<file path="config.mk">
export PLATFORM = sky130hd
export DESIGN_NAME = fifo_write_flat
export DESIGN_NICKNAME = d
export VERILOG_FILES = /design/src/rtl/fifo_pkg.sv /design/src/rtl/fifo_write_if.sv /design/src/rtl/sync_2ff.sv /design/src/rtl/fifo_write.sv /design/src/flat_wrapper.sv
export SDC_FILE = /design/constraint.sdc
export NUM_CORES = 1
export LEC_CHECK = 0
export CAP_MARGIN = 5
export CORE_ASPECT_RATIO = 1.5
export CORE_MARGIN = 3
export CORE_UTILIZATION = 39
export CTS_BUF_LIST = sky130_fd_sc_hd__clkbuf_16
export DETAILED_ROUTE_END_ITERATION = 10
export DONT_BUFFER_PORTS = 1
export GPL_ROUTABILITY_DRIVEN = 0
export HOLD_SLACK_MARGIN = 0.1
export PLACE_DENSITY = 0.59
export SKIP_LAST_GASP = 1
export SYNTH_ARGS = -nofsm -noshare
export SYNTH_HDL_FRONTEND = slang
export SYNTH_HIERARCHICAL = 1
export SYNTH_SLANG_ARGS = --single-unit
</file>
<file path="constraint.sdc">
create_clock -name wclk -period 8 [get_ports wclk]
set_input_delay 2 -clock wclk [delete_from_list [all_inputs] [get_ports wclk]]
set_output_delay 2 -clock wclk [all_outputs]
set_load 0.03 [all_outputs]
</file>
<file path="src/rtl/fifo_pkg.sv">
// Shared constants and Gray/binary conversion helpers for the asynchronous FIFO.
// The helpers work on zero-extended values, so any pointer width up to 32 bits is handled.
package fifo_pkg;

    localparam int ADDRSIZE_DEF = 4;
    localparam int DEPTH_DEF    = 1 << ADDRSIZE_DEF;

    function automatic logic [31:0] bin2gray(input logic [31:0] b);
        return b ^ (b >> 1);
    endfunction

    // Each binary bit is the XOR of all Gray bits at or above it.
    function automatic logic [31:0] gray2bin(input logic [31:0] g);
        logic [31:0] b;
        b[31] = g[31];
        for (int i = 30; i >= 0; i--) begin
            b[i] = b[i+1] ^ g[i];
        end
        return b;
    endfunction

endpackage

</file>
<file path="src/rtl/fifo_write_if.sv">
// Write-side bus of the asynchronous FIFO: request/clear in, pointer and status out.
interface fifo_write_if #(
    parameter int ADDRSIZE = 4
);
    logic                winc;
    logic                wovf_clr;
    logic [ADDRSIZE:0]   rptr;
    logic                wclken;
    logic [ADDRSIZE-1:0] waddr;
    logic [ADDRSIZE:0]   wptr;
    logic                wfull;
    logic                walmost_full;
    logic [ADDRSIZE:0]   wfill;
    logic                woverflow;

    modport master (
        output winc, wovf_clr, rptr,
        input  wclken, waddr, wptr, wfull, walmost_full, wfill, woverflow
    );

    modport slave (
        input  winc, wovf_clr, rptr,
        output wclken, waddr, wptr, wfull, walmost_full, wfill, woverflow
    );
endinterface

</file>
<file path="src/rtl/sync_2ff.sv">
// Two-flop synchronizer for a Gray-coded pointer crossing into this clock domain.
module sync_2ff #(
    parameter int WIDTH = 1
) (
    input  logic             clk,
    input  logic             rst_n,
    input  logic [WIDTH-1:0] d,
    output logic [WIDTH-1:0] q
);
    logic [WIDTH-1:0] q1_q;
    logic [WIDTH-1:0] q2_q;

    // Metastability stage followed by the stable output stage.
    always_ff @(posedge clk or negedge rst_n) begin
        if (!rst_n) begin
            q1_q <= {WIDTH{1'b0}};
            q2_q <= {WIDTH{1'b0}};
        end else begin
            q1_q <= d;
            q2_q <= q1_q;
        end
    end

    assign q = q2_q;
endmodule

</file>
<file path="src/rtl/fifo_write.sv">
// Write-domain controller of the asynchronous FIFO: pointer generation, RAM write
// strobe, and registered full / almost-full / fill / overflow status.
module fifo_write
    import fifo_pkg::*;
#(
    parameter int ADDRSIZE              = ADDRSIZE_DEF,
    parameter int ALMOST_FULL_THRESHOLD = 4
) (
    input  logic         wclk,
    input  logic         wrst_n,
    fifo_write_if.slave  bus
);
    localparam int              PW       = ADDRSIZE + 1;
    localparam int              DEPTH    = 1 << ADDRSIZE;
    localparam logic [PW-1:0]   AF_LEVEL = PW'(DEPTH - ALMOST_FULL_THRESHOLD);

    logic [PW-1:0] wbin_q,         wbin_d;
    logic [PW-1:0] wptr_q,         wptr_d;
    logic [PW-1:0] wfill_q,        wfill_d;
    logic          wfull_q,        wfull_d;
    logic          walmost_full_q, walmost_full_d;
    logic          woverflow_q,    woverflow_d;
    logic          wclken_s;
    logic [PW-1:0] wq2_rptr_s;
    logic [PW-1:0] rbin_sync_s;

    sync_2ff #(.WIDTH(PW)) sync_r2w (
        .clk   (wclk),
        .rst_n (wrst_n),
        .d     (bus.rptr),
        .q     (wq2_rptr_s)
    );

    // Next pointer and status; status is computed from the post-write pointer so
    // wfull rises on the same edge that accepts the last free slot.
    always_comb begin
        wclken_s       = bus.winc & ~wfull_q;
        wbin_d         = wbin_q + {{ADDRSIZE{1'b0}}, wclken_s};
        wptr_d         = PW'(bin2gray(32'(wbin_d)));
        rbin_sync_s    = PW'(gray2bin(32'(wq2_rptr_s)));
        wfull_d        = (wptr_d == {~wq2_rptr_s[ADDRSIZE:ADDRSIZE-1], wq2_rptr_s[ADDRSIZE-2:0]});
        wfill_d        = wbin_d - rbin_sync_s;
        walmost_full_d = (wfill_d >= AF_LEVEL);
        if (bus.winc && wfull_q) begin
            woverflow_d = 1'b1;
        end else if (bus.wovf_clr) begin
            woverflow_d = 1'b0;
        end else begin
            woverflow_d = woverflow_q;
        end
    end

    // Write-domain state registers.
    always_ff @(posedge wclk or negedge wrst_n) begin
        if (!wrst_n) begin
            wbin_q         <= {PW{1'b0}};
            wptr_q         <= {PW{1'b0}};
            wfill_q        <= {PW{1'b0}};
            wfull_q        <= 1'b0;
            walmost_full_q <= 1'b0;
            woverflow_q    <= 1'b0;
        end else begin
            wbin_q         <= wbin_d;
            wptr_q         <= wptr_d;
            wfill_q        <= wfill_d;
            wfull_q        <= wfull_d;
            walmost_full_q <= walmost_full_d;
            woverflow_q    <= woverflow_d;
        end
    end

    assign bus.wclken       = wclken_s;
    assign bus.waddr        = wbin_q[ADDRSIZE-1:0];
    assign bus.wptr         = wptr_q;
    assign bus.wfull        = wfull_q;
    assign bus.walmost_full = walmost_full_q;
    assign bus.wfill        = wfill_q;
    assign bus.woverflow    = woverflow_q;
endmodule

</file>
<file path="src/flat_wrapper.sv">
// flat-port wrapper written by rule: the top's interface ports become plain ports
module fifo_write_flat import fifo_pkg::*;
#(
    parameter int ADDRSIZE              = ADDRSIZE_DEF,
    parameter int ALMOST_FULL_THRESHOLD = 4
)
  (wclk, wrst_n, bus_winc, bus_wovf_clr, bus_rptr, bus_wclken, bus_waddr, bus_wptr, bus_wfull, bus_walmost_full, bus_wfill, bus_woverflow);
  fifo_write_if #(.ADDRSIZE(ADDRSIZE)) bus_i ();
  input  logic wclk;
  input  logic wrst_n;
  input wire logic [$bits(bus_i.winc)-1:0] bus_winc;
  input wire logic [$bits(bus_i.wovf_clr)-1:0] bus_wovf_clr;
  input wire logic [$bits(bus_i.rptr)-1:0] bus_rptr;
  output wire logic [$bits(bus_i.wclken)-1:0] bus_wclken;
  output wire logic [$bits(bus_i.waddr)-1:0] bus_waddr;
  output wire logic [$bits(bus_i.wptr)-1:0] bus_wptr;
  output wire logic [$bits(bus_i.wfull)-1:0] bus_wfull;
  output wire logic [$bits(bus_i.walmost_full)-1:0] bus_walmost_full;
  output wire logic [$bits(bus_i.wfill)-1:0] bus_wfill;
  output wire logic [$bits(bus_i.woverflow)-1:0] bus_woverflow;
  assign bus_i.winc = bus_winc;
  assign bus_i.wovf_clr = bus_wovf_clr;
  assign bus_i.rptr = bus_rptr;
  assign bus_wclken = bus_i.wclken;
  assign bus_waddr = bus_i.waddr;
  assign bus_wptr = bus_i.wptr;
  assign bus_wfull = bus_i.wfull;
  assign bus_walmost_full = bus_i.walmost_full;
  assign bus_wfill = bus_i.wfill;
  assign bus_woverflow = bus_i.woverflow;
  fifo_write #(.ADDRSIZE(ADDRSIZE), .ALMOST_FULL_THRESHOLD(ALMOST_FULL_THRESHOLD)) u_core (.wclk(wclk), .wrst_n(wrst_n), .bus(bus_i));
endmodule
</file>
== Word-level counts from Yosys, hierarchy flattened ==
Cells that the tools add are included.

* Add/sub/neg operators: 2
* Multipliers: 0
* Div/mod/pow operators: 0
* Order comparisons: 1
* Equal/unequal tests: 1
* Shift operators: 0
* Mux-type cells: 2
* Bitwise gates (word level): 8
* Reductions and logical operators: 2

{| class="wikitable"
|+ Operators with widths
! operator !! count
|-
| $add 5x1->5 || 1
|-
| $eq 5x5->1 || 1
|-
| $ge 5x4->1 const B || 1
|-
| $sub 5x5->5 || 1
|-
| $xor 5x4->5 || 1
|-
| $xor 1x1->1 || 4
|-
| $mux 1 || 2
|-
| $not 2->2 || 1
|-
| $reduce_bool 2->1 || 1
|-
| $and 1x1->1 || 1
|-
| $logic_and 1x1->1 || 1
|-
| $not 1->1 || 1
|}

* Bits in registers: 28
* Bits in latches: 0
* Memory bits (writable): 0
* ROM bits: 0
* Logic and storage cells: 24
* Memories kept: 0

== Logic depth before layout (Yosys ltp) ==
* Word-level depth: 6
* Mapped depth: 10
* Mapped depth without buffers: 10

== Modules after synthesis ==
Netlist, hierarchy kept.

{| class="wikitable"
|+ Modules (own cells, without submodules)
! module !! times used !! cells an instance !! area each (sq um)
|-
| fifo_write || 1 || 80 || 945.9
|-
| sync_2ff || 1 || 10 || 250.2
|}

== Worst setup path after synthesis ==
Ideal clock, no wire load.

* Kind: in2reg
* From: in bus_winc
* To: reg u_core.walmost_full_q (netlist: u_core/bus.walmost_full)
* Library setup time: 138 ps
* Arrival time: 4584 ps
* Required time: 7862 ps
* Slack: 3277 ps
* Cell stages on the path: 9
* Path buffers: 0
* Cell sequence: nor2b_1 > ha_1 > ha_1 > xor2_2 > ha_1 > nor2b_1 > o21ai_0 > a21oi_1 > or4b_1

* Cells in the longest elaborated chain, start to end: 4

{| class="wikitable"
|+ Ends and longest elaborated chain
! item !! line !! source
|-
| from (decl) || flat_wrapper.sv:11 || <nowiki>input wire logic [$bits(bus_i.winc)-1:0] bus_winc;</nowiki>
|-
| $and 1x1->1 || fifo_write.sv:37 || <nowiki>wclken_s = bus.winc & ~wfull_q;</nowiki>
|-
| $add 5x1->5 || fifo_write.sv:38 || <nowiki>wbin_d = wbin_q + {{ADDRSIZE{1'b0}}, wclken_s};</nowiki>
|-
| via u_core.wbin_d[2] || fifo_write.sv:17 || <nowiki>logic [PW-1:0] wbin_q, wbin_d;</nowiki>
|-
| $sub 5x5->5 || fifo_write.sv:42 || <nowiki>wfill_d = wbin_d - rbin_sync_s;</nowiki>
|-
| $ge 5x4->1 || fifo_write.sv:43 || <nowiki>walmost_full_d = (wfill_d >= AF_LEVEL);</nowiki>
|-
| via u_core.walmost_full_d || fifo_write.sv:21 || <nowiki>logic walmost_full_q, walmost_full_d;</nowiki>
|-
| to (signal assigned) || fifo_write.sv:67 || <nowiki>walmost_full_q <= walmost_full_d;</nowiki>
|-
| to (decl) || fifo_write.sv:21 ||
|}

The timed path passes the listed nets, and every way through them passes these cells.
A chain may end at the register's enable or synchronous reset.

== Final worst setup path ==
Ends and elaborated chain as after synthesis.

==> metrics <==
status=completed; Placement Setup Slack=approximately 3000 ps; clk root buf=clkbuf_16; DIE HEIGHT=between 70 and 80 µm; Max Clk Rate=about 210 MHz; Worst Setup End Kind=flip-flop; initial antenna violation count=0; dpl cells=128; Post-CTS Hold Buffers=0; min cycle time layout=about 4800 ps; #FFs+latches synth=27; Pins Over Slew Limit=0; Crit path buffers/inverters=0; Final Hold Fails=0; ratio of cells with drive above 1 in the final layout=0.118; total wire length=1950 µm; Worst Clk Skew=around 1.8 ps; setup ws final=~3200 ps; synthesis-to-finish area growth=10.3%; worst path cell trace=nor2b_1 > ha_1 > ha_1 > xor2_2 > ha_1 > nor2b_1 > o21ai_0 > a21oi_1 > or4b_1; Starting DRT DRC Count=0; total negative slack=0 ps; Most used DFF post-synth=dfrtp_1; DR pass1 iterations=1; hpwl dp=about 1400 µm; Async S/R FF share, synth=1.00; I/O Buffers=0; mean post-synth cell area=between 10 and 15 µm²; top cells by count, synth=dfrtp_1 (27), xnor2_1 (12), inv_1 (9); Starting Density=0.411; Synth Net Count=~110; CP max FO=6; antenna viol nets, final=0; Core ar.=2910 µm²; CTS tree=yes; nets=110; Row Count=24; die area=3780 µm²; number of global-route vias before repair=slightly below 700; fillcell total=between 200 and 300; Ant. Diodes=0; area of the mapped netlist=about 1200 µm²; most numerous cell in the Yosys netlist=dfrtp_1; largest net degree at the start of global routing=28; CP max stage cell=or4b_1; DR vias=around 650; Clock Sinks=27; Synth area leaders=dfrtp_1 (56%), xnor2_1 (8.8%), ha_1 (6.3%); crit-path leading delay family=simple AND/OR/NAND/NOR gates; Worst Hold Class=flip-flop to flip-flop; IO Pins=27; share of the clock period used by the worst path=0.595; Synth cell types=29; per-cell routed wire length=between 10 and 15 µm; max incr delay on CP=about 550 ps; YS warnings=6; crit path DAT=4880 ps; cts repair resizes=0; Clock transition at path regs=around 60 ps; Setup Buffers After CTS=0; H-tree levels=1; Worst slew margin=0.553; Setup Viol. Count Final=0; Worst Max-Slew Pin Slew=approximately 670 ps; first-pass GRT wire length=~3100 µm; total grt overflow=0; Max-Cap Viols=0; Worst Setup Path Type=input port to flip-flop; die width=just over 50 µm; Syn Inst Count=90; Vias/cell=4.93; worst-skew pair later-pin latency=260 ps; CP required=8120 ps; Post-route DRC=0; EDFF count, synth=0; most frequent CP cell=ha_1; post-synthesis sequential area ratio=0.565; GRT Total Usage=0.115; number of CTS-inserted buffers=3; startpoint types=input port; Layout Cells excl Fill=roughly 130; post-synth top area cell=dfrtp_1; RSZ-0062 raised after global routing=false; clk buf depth=2; Yosys top cell area share=0.565
[state kept, by name (all words and copies together), names as in the netlist]
name / flops
u_core/sync_r2w/q1_q: 5
u_core/bus.woverflow: 1
u_core/bus.walmost_full: 1
u_core/bus.wptr: 4
u_core/sync_r2w/q: 5
u_core/bus.wfill: 5
u_core/wbin_q: 5
u_core/bus.wfull: 1
[per-layer routing]
metal	track usage	wire length [µm]	vias to the layer above
li1	-	-	305
met1	0.132	768	323
met2	0.194	1020	19
met3	0.0243	114	4
met4	0.0700	42	0
met5	0	0	-
[final timing paths]
check,cells after the start,slack (ps),from,to
setup / recovery,9,3240,bus_winc,u_core/bus.walmost_full$_DFF_PN0_
hold / removal,0,350,u_core/sync_r2w/q1_q[4]$_DFF_PN0_,u_core/sync_r2w/q[4]$_DFF_PN0_
setup reg to reg,9,4430,u_core/bus.wfull$_DFF_PN0_,u_core/bus.walmost_full$_DFF_PN0_
hold reg to reg,0,350,u_core/sync_r2w/q1_q[4]$_DFF_PN0_,u_core/sync_r2w/q[4]$_DFF_PN0_
max in group asynchronous,0,6490,wrst_n,u_core/bus.wptr[1]$_DFF_PN0_
min in group asynchronous,0,1430,wrst_n,u_core/sync_r2w/q1_q[4]$_DFF_PN0_
[logic make-up (layout without fill, tap and decap cells)]
kind of cell / Yosys count / in the layout / share of synthesized area
compound gates: 10 / 10 / 0.0659
xor+xnor: 21 / 21 / 0.173
fa+ha+maj: 7 / 7 / 0.0795
buf+inv: 10 / 13 / 0.0324
flops: 27 / 27 / 0.565
mux: 1 / 1 / 0.00837
simple gates: 14 / 14 / 0.0764
[placed cells by master (no fill, tap or decap)]
cell / synthesis / routed
nand2_1: 1 / 1
nor2b_1: 2 / 2
a31oi_1: 1 / 1
inv_1: 9 / 10
nand3_1: 3 / 3
a21boi_2: 1 / 1
xnor2_1: 12 / 12
xor2_2: 1 / 1
or2_2: 1 / 1
a21o_1: 1 / 1
a21bo_2: 1 / 1
and3_1: 1 / 1
nand4_1: 1 / 1
a21oi_1: 2 / 2
o2bb2ai_1: 1 / 1
clkbuf_16: 0 / 3
dfrtp_1: 27 / 27
a2111oi_2: 1 / 1
xnor2_2: 2 / 2
o21ai_0: 2 / 2
nor4_1: 1 / 1
nand4b_1: 1 / 1
ha_1: 6 / 6
or3_1: 1 / 1
or4b_1: 1 / 1
xor2_1: 6 / 6
mux2i_1: 1 / 1
nand3_2: 1 / 1
fa_1: 1 / 1
[through the flow]
step,hold WS [ps],cell area [µm²],util
after global routing,358,1320,0.453
after floorplan,331,1200,-
after detailed placement,336,1240,0.426
final,348,1320,0.453
after global placement,334,1240,0.426
after CTS,351,1320,0.453
[layout make-up]
| class | instances | area, µm² | share of cell area |
|---|---|---|---|
| flip-flops and latches | 27 | 676 | 0.512 |
| multi-input cells | 53 | 482 | 0.365 |
| clock buffers | 3 | 75.1 | 0.0569 |
| well taps | 39 | 48.8 | 0.0370 |
| inverters | 9 | 33.8 | 0.0256 |
| clock inverters | 1 | 3.75 | 0.00285 |
Power is left out: the tool's default activity adds up to more than one toggle a clock period on the data nets, which glitch-free logic cannot reach.
